<file path="src/rtl/noise_pkg.sv">
// Shared definitions for the window impulse-noise checker: default sizing,
// derived window geometry and the controller state encoding.
package noise_pkg;

  localparam int ADDR_WIDTH_DEF = 8;
  localparam int PIX_WIDTH_DEF  = 8;
  localparam int WINDOW_N_DEF   = 2;
  localparam int THRESH_DEF     = 40;

  localparam int K          = 2*WINDOW_N_DEF + 1;
  localparam int NUM_TAPS   = K*K;
  localparam int CENTER_TAP = (NUM_TAPS - 1) / 2;

  typedef enum logic [1:0] {
    IDLE   = 2'd0,
    FETCH  = 2'd1,
    DRAIN  = 2'd2,
    REPORT = 2'd3
  } state_t;

  // Number of taps in a square window of the given half-width.
  function automatic int taps_for(input int half_width);
    return (2*half_width + 1) * (2*half_width + 1);
  endfunction

  // Index of the middle tap when the window is walked row-major.
  function automatic int center_tap_for(input int half_width);
    return (taps_for(half_width) - 1) / 2;
  endfunction

endpackage

</file>
<file path="src/rtl/window_addr_gen.sv">
// Row-major address walker for a KxK window: steps +1 along a row and jumps
// to the start of the next row at the row end. Addresses wrap modulo
// 2^ADDR_WIDTH; the producer guarantees the window lies inside the image.
module window_addr_gen
  import noise_pkg::*;
#(
  parameter int ADDR_WIDTH = ADDR_WIDTH_DEF,
  parameter int WINDOW_N   = WINDOW_N_DEF
)(
  input  logic                  i_clk,
  input  logic                  i_rst,
  input  logic                  i_load,
  input  logic                  i_advance,
  input  logic [ADDR_WIDTH-1:0] i_base,
  input  logic [15:0]           i_N,
  output logic [ADDR_WIDTH-1:0] o_mem_addr,
  output logic                  o_last_tap
);

  localparam int KW = 2*WINDOW_N + 1;
  localparam int CW = $clog2(KW + 1);
  localparam logic [CW-1:0] KM1 = CW'(KW - 1);

  logic [CW-1:0]         r_col;
  logic [CW-1:0]         r_row;
  logic [15:0]           r_N;
  logic [ADDR_WIDTH-1:0] w_row_step;

  // Jump from the last column of one row to the first column of the next.
  assign w_row_step = ADDR_WIDTH'(32'(r_N) - 32'(KW - 1));
  assign o_last_tap = (r_row == KM1) && (r_col == KM1);

  // Counter and address register: load restarts the walk at base and
  // freezes the row width for the whole window.
  always_ff @(posedge i_clk) begin
    if (i_rst) begin
      r_col      <= '0;
      r_row      <= '0;
      r_N        <= '0;
      o_mem_addr <= '0;
    end else if (i_load) begin
      r_col      <= '0;
      r_row      <= '0;
      r_N        <= i_N;
      o_mem_addr <= i_base;
    end else if (i_advance) begin
      if (r_col == KM1) begin
        r_col      <= '0;
        r_row      <= r_row + 1'b1;
        o_mem_addr <= o_mem_addr + w_row_step;
      end else begin
        r_col      <= r_col + 1'b1;
        o_mem_addr <= o_mem_addr + 1'b1;
      end
    end
  end

endmodule

</file>
<file path="src/rtl/window_noise_check.sv">
// Impulse-noise check on one window: fetches every tap of the window around
// a centre address, tracks min/max, captures the centre pixel and flags the
// centre as noise when it is an extreme of a wide-enough window.
module window_noise_check
  import noise_pkg::*;
#(
  parameter int ADDR_WIDTH = ADDR_WIDTH_DEF,
  parameter int WINDOW_N   = WINDOW_N_DEF,
  parameter int PIX_WIDTH  = PIX_WIDTH_DEF,
  parameter int THRESH     = THRESH_DEF
)(
  input  logic                  i_clk,
  input  logic                  i_rst,
  input  logic                  i_start,
  input  logic [ADDR_WIDTH-1:0] i_addr_c,
  input  logic [15:0]           i_N,
  output logic [ADDR_WIDTH-1:0] o_mem_addr,
  output logic                  o_mem_rd,
  input  logic [PIX_WIDTH-1:0]  i_mem_data,
  output logic                  o_busy,
  output logic                  o_done,
  output logic                  o_noise,
  output logic [PIX_WIDTH-1:0]  o_center_pix
);

  localparam int TAPS    = taps_for(WINDOW_N);
  localparam int CTR_TAP = center_tap_for(WINDOW_N);
  localparam int TW      = $clog2(TAPS + 1);

  state_t                r_state;
  state_t                w_state_next;
  logic                  w_start_accept;
  logic                  w_last_tap;
  logic                  w_advance;
  logic [ADDR_WIDTH-1:0] w_base;

  logic                  r_data_valid;
  logic [TW-1:0]         r_tap_idx;
  logic [PIX_WIDTH-1:0]  r_min;
  logic [PIX_WIDTH-1:0]  r_max;
  logic [PIX_WIDTH-1:0]  w_min_fin;
  logic [PIX_WIDTH-1:0]  w_max_fin;
  logic [PIX_WIDTH-1:0]  w_center_fin;
  logic [PIX_WIDTH-1:0]  w_range;
  logic                  w_noise;

  // A new window may begin while idle or in the single done cycle.
  assign w_start_accept = i_start && ((r_state == IDLE) || (r_state == REPORT));
  assign w_advance      = (r_state == FETCH) && !w_last_tap;
  assign w_base         = i_addr_c - ADDR_WIDTH'(32'(WINDOW_N) * 32'(i_N))
                                   - ADDR_WIDTH'(WINDOW_N);

  window_addr_gen #(
    .ADDR_WIDTH (ADDR_WIDTH),
    .WINDOW_N   (WINDOW_N)
  ) u_addr_gen (
    .i_clk      (i_clk),
    .i_rst      (i_rst),
    .i_load     (w_start_accept),
    .i_advance  (w_advance),
    .i_base     (w_base),
    .i_N        (i_N),
    .o_mem_addr (o_mem_addr),
    .o_last_tap (w_last_tap)
  );

  // Controller state register.
  always_ff @(posedge i_clk) begin
    if (i_rst) r_state <= IDLE;
    else       r_state <= w_state_next;
  end

  // Next-state decode: fetch all taps, absorb the final read, report once.
  always_comb begin
    w_state_next = r_state;
    unique case (r_state)
      IDLE:    if (i_start) w_state_next = FETCH;
      FETCH:   if (w_last_tap) w_state_next = DRAIN;
      DRAIN:   w_state_next = REPORT;
      REPORT:  w_state_next = i_start ? FETCH : IDLE;
      default: w_state_next = IDLE;
    endcase
  end

  // Strobes are registered from the upcoming state so they line up with it.
  always_ff @(posedge i_clk) begin
    if (i_rst) begin
      o_mem_rd <= 1'b0;
      o_busy   <= 1'b0;
      o_done   <= 1'b0;
    end else begin
      o_mem_rd <= (w_state_next == FETCH);
      o_busy   <= (w_state_next == FETCH) || (w_state_next == DRAIN);
      o_done   <= (w_state_next == REPORT);
    end
  end

  // Fold the tap arriving this cycle into min/max/centre and form the verdict.
  always_comb begin
    w_min_fin    = r_min;
    w_max_fin    = r_max;
    w_center_fin = o_center_pix;
    if (r_data_valid) begin
      if (i_mem_data <= r_min) w_min_fin = i_mem_data;
      if (i_mem_data >= r_max) w_max_fin = i_mem_data;
      if (r_tap_idx == TW'(CTR_TAP)) w_center_fin = i_mem_data;
    end
    w_range = w_max_fin - w_min_fin;
    w_noise = ((w_center_fin == w_min_fin) || (w_center_fin == w_max_fin))
              && (w_range > PIX_WIDTH'(THRESH));
  end

  // Statistics registers: cleared on each accepted start, updated per tap.
  always_ff @(posedge i_clk) begin
    if (i_rst) begin
      r_data_valid <= 1'b0;
      r_tap_idx    <= '0;
      r_min        <= '1;
      r_max        <= '0;
      o_center_pix <= '0;
    end else begin
      r_data_valid <= o_mem_rd;
      if (w_start_accept) begin
        r_tap_idx <= '0;
        r_min     <= '1;
        r_max     <= '0;
      end else if (r_data_valid) begin
        r_tap_idx    <= r_tap_idx + 1'b1;
        r_min        <= w_min_fin;
        r_max        <= w_max_fin;
        o_center_pix <= w_center_fin;
      end
    end
  end

  // The verdict is latched as the last tap is absorbed and held until reused.
  always_ff @(posedge i_clk) begin
    if (i_rst)                  o_noise <= 1'b0;
    else if (r_state == DRAIN)  o_noise <= w_noise;
  end

endmodule

</file>
<file path="config.mk">
export PLATFORM = sky130hd
export DESIGN_NAME = window_noise_check
export DESIGN_NICKNAME = d
export VERILOG_FILES = /design/src/rtl/noise_pkg.sv /design/src/rtl/window_addr_gen.sv /design/src/rtl/window_noise_check.sv
export SDC_FILE = /design/constraint.sdc
export NUM_CORES = 1
export LEC_CHECK = 0
export BUFFER_PORTS_ARGS = -buffer_cell sky130_fd_sc_hd__buf_4
export CORE_MARGIN = 1.5
export CORE_UTILIZATION = 25
export CTS_BUF_LIST = sky130_fd_sc_hd__clkbuf_8
export CTS_CLUSTER_DIAMETER = 100
export DETAILED_ROUTE_END_ITERATION = 6
export GPL_TIMING_DRIVEN = 0
export MAX_ROUTING_LAYER = met4
export SYNTH_ARGS = -nofsm -noshare
export SYNTH_HDL_FRONTEND = slang
export SYNTH_SLANG_ARGS = --single-unit
</file>
<file path="constraint.sdc">
create_clock -name i_clk -period 5.4 [get_ports i_clk]
set_clock_uncertainty 0.15 [all_clocks]
set_input_delay 0 -clock i_clk [delete_from_list [all_inputs] [get_ports i_clk]]
set_output_delay 0 -clock i_clk [all_outputs]
set_load 0.02 [all_outputs]
</file>
==> impl_metrics.yaml <==
status:
  outcome: "finished, final reports clean"
setup_path:
  worstPathCellList: "clkbuf_1 -> inv_1 -> ha_1 -> nor2b_1 -> o211ai_1 -> and4_1 -> buf_6 -> or2_1 -> buf_2 -> buf_2 -> nor2_1 -> a221oi_1 -> o22ai_1 -> ha_1 -> nand2b_1 -> a211o_1 -> a21boi_0 -> nor3_1 -> a311oi_1 -> o22ai_1 -> o31a_1"
  start_kind: "register"
  critPathCaptureType: "register"
  r2r_cells: 21
  worstPathRequired_ns: 5.50
  slowest_delay_ns: 0.33
  cp_slowest_cell: "ha_1"
  path_class: "reg -> reg"
  worstPathMaxFanout: 10
  ff2ff_setup_slack_ns: 0.64
  r2r_start: "r_min[1]"
  cp.arrival_ns: 4.86
  rr_endpoint: "o_noise"
synthesis:
  synthFlopType: "dfxtp_1"
  synth_top_family_by_area: "compound AO/OA/AOI/OAI gates"
  ys_seq_elements: 58
  syn_area_per_cell_um2: 7.88
  ys_async_sr_fraction: 0
  synth_xor_area_frac: 0.0721
  ys_warn_count: 0
  ys_types: 67
  synth_area_mm2: 0.00474
  synthMuxAreaShare: 0.0441
  synth_edf_count: 0
  synth-adder-area-share: 0.162
  synth_compound_area_frac: 0.215
  yosys.area_share.simple: 0.175
  syn-num-nets: 696
  synthCells: 601
  seq_area_frac_synth: 0.245
worst_hold_path:
  hold_start: "i_mem_data[7]"
  min_path_cells: 4
  hp-class: "in -> reg"
  holdPathEnd: "o_center_pix[7]"
cts:
  htree_levels: 3
  cts.sink_count: 58
  clk_latency_ns: 0.36
  post_cts_buffers: 0
  clock-root-buffer: "clkbuf_8"
  clockBufferDepth: 2
  cts_tree: "yes"
  clkTransAtPathRegs_ns: 0.08
  cts-buffers-inserted: 9
place:
  place_congestion: 0.829
  pre_cts_ws_ns: 0.643
  io_buffers: 45
  placed_cells: 880
  dp_hpwl_um: 9430
floorplanning:
  num_rows: 50
  start_util: 0.254
  die_area_mm2: 0.0198
  coreArea_mm2: 0.0186
  ios: 55
  dieHeight_um: 141
  die_w_um: 141
grt:
  first_global_vias: 4241
  grt_pass1_wl_um: 20400
  grt_util_all_layers: 0.133
  grt.overflow.total: 0
  grt_start_max_net_pins: 12
  antenna_found_initial: 0
sta:
  fin_setup_tns_ns: 0
  final_hold_viol_count: 0
  finalSetupViolCount: 0
  final.period_utilization: 0.882
  relSlewSlack: 0.479
  drv_slew: 0
  fin_ws_ns: 0.637
  tightest_slew_ns: 0.779
  fmax_mhz: 210
  period_needed_ns: 4.76
  rsz0062_at_grt: "no"
route:
  drc: 0
  drtIter0Drc: 274
  via_count: 4353
  routed_wl_um: 12100
  viasPerCell: 4.76
  ant_nets: 0
  firstDrtPassIters: 4
  wire_per_inst_um: 13.2
pwr:
  p_total_mw: 1.28
  power_density_mw_per_mm2: 222
  ir_drop_uv: 106
  p_leak_nw: 2.53
cells_and_area:
  final_nets: 771
  stdcell_count: 915
  syn_to_final_growth_pct: 21.4
  antenna_cells: 0
  drive_gt1_frac: 0.126
  nFillCells: 2020
job:
  cap_violations: 0
-- critical path: cells and delay by family, from the launching register on --
kind                     cells  cell delay, ns
adder cells (fa/ha/maj)      2            0.64
AO/OA/AOI/OAI                8            1.70
buffers and inverters        5            1.05
AND/OR/NAND/NOR              6            0.80
flip-flops                   1            0.31
-- metrics by stage --
stage          utilization  hold WS [ns]  cell area (um2)
2_1_floorplan            -       -0.0140             4740
3_3_place_gp         0.288         0.117             5370
3_5_place_dp         0.288         0.119             5370
4_1_cts              0.309         0.103             5750
5_1_grt              0.309         0.187             5750
6_report             0.309         0.116             5750
-- power by group --
| group | internal (mW) | total [mW] | switching (mW) | leakage, nW |
|---|---|---|---|---|
| logic | 0.176 | 0.398 | 0.222 | 1.96 |
| clock network | 0.212 | 0.413 | 0.201 | 0.0954 |
| registers | 0.447 | 0.465 | 0.0181 | 0.472 |
-- layout make-up --
type                            instances  area [um2]  area share
Clock inverter                          7        68.8      0.0120
Inverter                               70         263      0.0457
Sequential cell                        58        1160       0.202
Clock buffer                            9         124      0.0215
Multi-Input combinational cell        444        3170       0.551
Timing Repair Buffer                   64         528      0.0918
Tap cell                              234         293      0.0509
Buffer                                 29         146      0.0255
-- layout by cell type (no fill, tap or decap), types with 14 or more instances in the layout --
cell type	Yosys	routed
inv_1	70	70
ha_1	58	58
dfxtp_1	58	58
nor2_1	56	56
nand2_1	54	54
a21oi_1	51	51
buf_4	1	46
o21ai_0	22	22
clkbuf_1	20	20
xor2_1	20	20
xnor2_1	19	19
dlygate4sd3_1	0	19
mux2i_1	18	18
nand3_1	14	14
-- worst max path at each step --
stage | startpoint | endpoint | slack [ns]
3_5_place_dp | r_min[1] | o_noise | 0.64
5_1_grt | r_min[1] | o_noise | 0.29
4_1_cts | r_min[1] | o_noise | 0.64
2_1_floorplan | r_min[1] | o_noise | 1.33
6_report | r_min[1] | o_noise | 0.64
3_3_place_gp | r_min[1] | o_noise | 0.70
-- cell usage after synthesis (all sizes together), types with 4 or more instances --
| cell | number | share of area |
|---|---|---|
| a211oi | 5 | 0.0079 |
| a21oi | 52 | 0.056 |
| o21ai | 25 | 0.027 |
| or2 | 4 | 0.0058 |
| dfxtp | 58 | 0.25 |
| ha | 58 | 0.15 |
| mux2i | 19 | 0.041 |
| a31oi | 10 | 0.016 |
| a311oi | 4 | 0.0074 |
| xor2 | 20 | 0.037 |
| nand3 | 16 | 0.019 |
| inv | 70 | 0.055 |
| clkbuf | 20 | 0.016 |
| xnor2 | 19 | 0.035 |
| nor2 | 56 | 0.044 |
| nor2b | 8 | 0.011 |
| a21o | 8 | 0.013 |
| o22ai | 6 | 0.0079 |
| nand2 | 55 | 0.044 |
| o221ai | 6 | 0.011 |
| a221oi | 6 | 0.012 |
| buf | 9 | 0.015 |
| nor3 | 6 | 0.0063 |
| and2 | 9 | 0.012 |
| nand2b | 5 | 0.0082 |
| or3 | 4 | 0.0053 |
| nand4 | 7 | 0.0092 |
-- sequential cells by signal (all words and copies together) (netlist names), 2 cells and up, named ones only --
| register | cells |
|---|---|
| o_center_pix | 8 |
| r_max | 6 |
| r_min | 8 |
| r_state | 2 |
| r_tap_idx | 5 |
| u_addr_gen.o_mem_addr | 8 |
| u_addr_gen.r_N | 8 |
| u_addr_gen.r_col | 3 |
| u_addr_gen.r_row | 3 |
-- repair_timing --
action	CTS	global route
endpoints found under the hold margin	28	0
gates resized for setup	0	0
hold buffers	19	0
-- routing by layer --
layer  global-route usage  vias to the layer above  part of all wire
li1                     -                     2241                 -
met3               0.0255                       15             0.040
met1                0.163                     2004              0.47
met5                    -                        -                 0
met2                0.222                       93              0.47
met4               0.0356                        0             0.015
-- logic make-up after synthesis --
family	count (synthesis)
AND/OR/NAND/NOR	177
AO/OA/AOI/OAI	148
buffers and inverters	99
adder cells (fa/ha/maj)	60
flip-flops	58
XOR/XNOR	39
multiplexers	20
No activity file was read; power rests on OpenSTA's default activity.
